==> src/rtl/mult_adder.sv <==
// Pipelined signed 8x8 dot-product unit: TREE_SIZE products summed through a
// three-stage registered adder tree, one 32-bit result per clock.
`ifndef MA_TREE_SIZE
`define MA_TREE_SIZE 16
`endif

module mult_adder #(
    parameter int TREE_SIZE = `MA_TREE_SIZE
) (
    input  logic                     clock,
    input  logic                     reset,
    input  logic [8*TREE_SIZE-1:0]   in,
    input  logic [8*TREE_SIZE-1:0]   kernel,
    output logic signed [31:0]       out
);

    localparam int GROUPS = (TREE_SIZE + 3) / 4;

    logic signed [15:0] prod_d   [TREE_SIZE];
    logic signed [15:0] prod_q   [TREE_SIZE];
    logic signed [15:0] prod_pad [GROUPS*4];
    logic signed [31:0] part_d   [GROUPS];
    logic signed [31:0] part_q   [GROUPS];
    logic signed [31:0] sum_d;

    always_comb begin
        for (int i = 0; i < TREE_SIZE; i++) begin
            prod_d[i] = $signed({{8{in[8*i+7]}}, in[8*i +: 8]})
                      * $signed({{8{kernel[8*i+7]}}, kernel[8*i +: 8]});
        end
    end

    // Zero-padded copy so the last group of four never indexes past the products
    always_comb begin
        for (int i = 0; i < GROUPS*4; i++) begin
            prod_pad[i] = '0;
        end
        for (int i = 0; i < TREE_SIZE; i++) begin
            prod_pad[i] = prod_q[i];
        end
    end

    always_comb begin
        for (int g = 0; g < GROUPS; g++) begin
            part_d[g] = 32'(prod_pad[4*g])   + 32'(prod_pad[4*g+1])
                      + 32'(prod_pad[4*g+2]) + 32'(prod_pad[4*g+3]);
        end
    end

    always_comb begin
        sum_d = '0;
        for (int g = 0; g < GROUPS; g++) begin
            sum_d = sum_d + part_q[g];
        end
    end

    always_ff @(posedge clock) begin
        if (reset) begin
            for (int i = 0; i < TREE_SIZE; i++) begin
                prod_q[i] <= '0;
            end
            for (int g = 0; g < GROUPS; g++) begin
                part_q[g] <= '0;
            end
            out <= '0;
        end else begin
            for (int i = 0; i < TREE_SIZE; i++) begin
                prod_q[i] <= prod_d[i];
            end
            for (int g = 0; g < GROUPS; g++) begin
                part_q[g] <= part_d[g];
            end
            out <= sum_d;
        end
    end

endmodule

==> config.mk <==
export PLATFORM = sky130hd
export DESIGN_NAME = mult_adder
export DESIGN_NICKNAME = d
export VERILOG_FILES = /design/src/rtl/mult_adder.sv
export SDC_FILE = /design/constraint.sdc
export NUM_CORES = 2
export LEC_CHECK = 0
export BUFFER_PORTS_ARGS = -buffer_cell sky130_fd_sc_hd__buf_2
export CORE_MARGIN = 1.5
export CORE_UTILIZATION = 60
export DETAILED_ROUTE_END_ITERATION = 10
export PLACE_DENSITY = 0.78
export SLEW_MARGIN = 20
export SYNTH_ARGS = -nofsm -noshare
export SYNTH_HDL_FRONTEND = slang
export SYNTH_SLANG_ARGS = --single-unit
==> constraint.sdc <==
create_clock -name clock -period 5.55 [get_ports clock]
set_input_delay 0.555 -clock clock [delete_from_list [all_inputs] [get_ports clock]]
set_output_delay 0.555 -clock clock [all_outputs]
set_load 0.02 [all_outputs]
Word-level counts from Yosys, hierarchy flattened
Memory sizes are Yosys's and may differ from the RTL's.
Index checks and enable logic that the tools add are counted.
{"block": "totals", "ff_bits": 32, "mem_bits_rw": 384, "in_bits": 258, "out_inout_bits": 32, "elab_cells": 77, "n_memories": 2}
{"block": "classes", "add_sub_neg": 15, "mul": 16, "n_mux": 23, "bitwise_logic": 20}
{"name": "prod_q", "depth": 16, "word_bits": 16, "rd": 16, "rd_clocked_by_memory_dff": 0, "write_ports": 16, "line": "20", "rtl": "logic signed [15:0] prod_q [TREE_SIZE];"}
{"name": "part_q", "depth": 4, "word_bits": 32, "rd": 4, "rd_clocked_by_memory_dff": 0, "write_ports": 4, "line": "23", "rtl": "logic signed [31:0] part_q [GROUPS];"}
{"operator": "$mul A8 B8 Y16", "n": 16}
{"operator": "$mux W16", "n": 16}
{"operator": "$mux W32", "n": 4}
{"operator": "$add A32 B32 Y32", "n": 3}
{"operator": "$add A18 B16 Y19", "n": 4}
{"operator": "$add A17 B16 Y18", "n": 4}
{"operator": "$add A16 B16 Y17", "n": 4}
{"operator": "$or A1 B1 Y1", "n": 20}
{"operator": "$mux W1", "n": 3}

Depth between registers and ports, before layout
{"block": "logic_depth", "depth_word": 4, "ltp_mapped": 20}

Worst setup path after synthesis
OpenSTA, ideal clock, no wires.
{"block": "synth_timing", "path_type": "input to register", "from": "in kernel[2]", "to": "mem prod_q[0][14]", "arrival_time_ns": 4.234, "required_time_ns": 5.422, "path_slack_ns": 1.189, "stages": 17, "n_path_buf": 0, "path_cell_list": "and2_1 -> fa_1 -> inv_1 -> fa_1 -> inv_1 -> fa_1 -> inv_1 -> fa_1 -> inv_1 -> ha_1 -> a21oi_1 -> nor2b_1 -> o21a_1 -> o41ai_1 -> o21ai_1 -> xnor2_1 -> nor2_1"}
{"item": "from (decl)", "line": "13", "rtl": "input logic [8*TREE_SIZE-1:0] kernel,"}
{"item": "to (decl)", "line": "20"}

==> flow_metrics.tcl <==
set metrics [dict create \
    swShare 0.504 \
    ctsLongestPathBuffers 3 \
    yosysWarnings 0 \
    synth_edf_count 0 \
    drive_above_1_share 0.0640 \
    worst_pin_slew_ns 0.929 \
    worstHoldStart "kernel[56]" \
    synth.distinct_cells 63 \
    cts_hold_buf 0 \
    grt_max_degree 148 \
    max_freq_mhz 239 \
    hold_viol 0 \
    syn_to_final_growth_pct 7.69 \
    crit_start "in[53]" \
    io-pin-count 290 \
    hp-class "primary input to flip-flop" \
    io_buffers 289 \
    r2r_setup_slack_ns 1.39 \
    routed_wl_um 116000 \
    nets 8019 \
    p_int_w 0.0170 \
    drtPass1Iterations 5 \
    ant_nets 0 \
    yosysTopAreaCell "fa_1" \
    drc 0 \
    fin_ws_ns 1.36 \
    setup.worst_path.class "primary input to flip-flop" \
    dieHeight_um 307 \
    async_reset_ff_frac 0 \
    postSynthCellCount 5859 \
    synth_top_area_share 0.380 \
    vdd_drop_max_v 0.000493 \
    syn_nets 7725 \
    via_per_inst 5.22 \
    synth_area_sq_um 55300 \
    rsz0062_at_grt "false" \
    first_iter_violations 2004 \
    p_sw_w 0.0172 \
    pre_cts_slack_ns 0.764 \
    synth_common_cells "inv_1 (1303), fa_1 (1051), and2_1 (662)" \
    synth_top_cells_by_area "fa_1 (38%), dfxtp_1 (13%), ha_1 (13%)" \
    p_comb_frac 0.786 \
    cpMaxStageDelayCell "fa_1" \
    tns_ns 0 \
    cts-root-buf "clkbuf_16" \
    ys_seq_elements 364 \
    power_density_nw_per_um2 574 \
    p_leak_nw 30.1 \
    setup_viol 0 \
    die_width_um 307 \
    gr-total-overflow 0 \
    vias 38500 \
    cts_setup_buffers 0 \
    timing.final.crit_share 0.754 \
    endpoint_kind "flip-flop" \
    syn_area_per_cell_sq_um 9.44 \
    die-area_sq_um 94000 \
    cts_resized 0 \
    fin_util 0.651 \
    critical_path.max_stage_delay_ns 0.54 \
    initial_utilization 0.604 \
    numClockSinks 364 \
    hpwl_um 99600 \
    timing.rr.start "part_q[0][1]" \
    htree_levels 2 \
    cts.clk_slew.worst_paths_ns 0.06 \
    power_w 0.0342 \
    grt_pass1_wl_um 200000 \
    wl_per_cell_um 15.7 \
    tritoncts "built" \
    status "finished, final reports clean" \
    pwr-share-seq 0.131 \
    fin_crit_ns 4.19 \
    slew_headroom 0.381 \
    grt.total_usage 0.260 \
    cts_buffers 43 \
    core_area_sq_um 91500 \
    crit_required_ns 5.97 \
    finClkSkew_ns 0.0363 \
    clkPwrFrac 0.082 \
    synth_flop_cell "dfxtp_1" \
    cp_max_fo 8 \
    placementRows 111 \
    antenna_found_initial 17 \
    start_kind "primary input" \
    maxCapViolCount 0 \
    path_cells "buf_2 -> and2_1 -> fa_1 -> inv_1 -> fa_1 -> inv_1 -> fa_1 -> inv_1 -> fa_1 -> inv_1 -> ha_1 -> a21oi_1 -> nor2b_1 -> o21a_1 -> o41ai_1 -> o21ai_1 -> xnor2_1 -> nor2_1" \
    drv_slew 0 \
    synth-seq-area-share 0.132 \
    routabilityCongestion 0.902 \
    insertion_delay_ns 0.60 \
    arrival_ns 4.61 \
    synth_most_common_cell "inv_1" \
    grt_pass1_vias 41300 \
]
==> worst max-delay path, delay by kind of cell <==
kind                       cells  cell delay, ns
adders and majority gates      5            2.28
AOI/OAI and AO/OA              4            0.93
buffers and inverters          5            0.34
and+or+nand+nor                3            0.31
xor gates and xnor gates       1            0.17
==> cell families (layout without fill, tap and decap cells) <==
group / count (synthesis) / after routing / synth area share
simple gates: 1732 / 1732 / 0.165
xor+xnor: 304 / 304 / 0.0481
compound gates: 489 / 489 / 0.0539
buf+inv: 1345 / 1670 / 0.0913
flops: 364 / 364 / 0.132
fa+ha+maj: 1608 / 1608 / 0.506
other cells: 0 / 13 / 0
mux: 17 / 17 / 0.00344
==> path summary, 6_finish.rpt <==
path / end / cells past startpoint
setup / recovery: prod_q[0][110] / 18
hold / removal: prod_q[0][112] / 3
setup reg to reg: out[29] / 13
hold reg to reg: part_q[3][0] / 2
==> registers in the layout, summed over array words and instances (netlist names) <==
signal / count
part_q: 76
out: 32
prod_q: 256
==> metal layers <==
metal / vias to the layer above / track usage / part of all wire
met1: 19300 / 0.348 / 0.43
met5: - / 0 / 0.00016
met2: 793 / 0.451 / 0.50
met4: 4 / 0.0678 / 0.026
li1: 18300 / - / -
met3: 176 / 0.0296 / 0.043
==> power groups by stage <==
stage	registers (W)	clock network [W]	logic [W]
floorplan	0.00432	0	0.0205
global placement	0.00455	0	0.0260
detailed placement	0.00455	0	0.0266
CTS	0.00451	0.00288	0.0270
global route	0.00458	0.00299	0.0307
finish	0.00449	0.00282	0.0269
==> per-stage QoR <==
| stage | area [sq um] | hold WS, ns | std cells |
|---|---|---|---|
| finish | 59600 | 0.258 | 7383 |
| detailed placement | 58100 | 0.567 | 7294 |
| CTS | 59500 | 0.236 | 7370 |
| global route | 59600 | 0.256 | 7383 |
| global placement | 58100 | 0.567 | 7294 |
| floorplan | 55300 | 0.536 | 5859 |
==> cells in the final DEF, fill, tap and decap left out, types with 5 or more instances in the layout <==
master / n
nor3_1: 102
mux2_2: 15
a21o_1: 58
a2111oi_0: 16
nor2b_1: 209
fa_1: 1051
o21bai_1: 6
a21oi_1: 150
nor2_1: 329
buf_2: 288
xnor2_1: 206
or2_2: 5
nand3_1: 14
clkinv_2: 7
clkinv_4: 7
diode_2: 13
inv_6: 7
dfxtp_1: 364
a21boi_1: 19
or3_1: 15
ha_1: 557
clkbuf_16: 43
a31oi_1: 41
nand2_1: 299
o21ai_0: 72
and2_1: 662
xor2_1: 98
nand2b_1: 80
o21ai_1: 66
inv_1: 1303
o21a_1: 18
==> area by class of cell <==
type	instances	area (sq um)
antenna	13	32.5
clock buffer	48	1120
clock inverter	28	287
fill	7359	32000
inverter	1303	4890
multi-input combinational	4150	43000
sequential	364	7290
tap	1186	1480
timing repair buffer	291	1480
(Power assumes the default switching activity.)
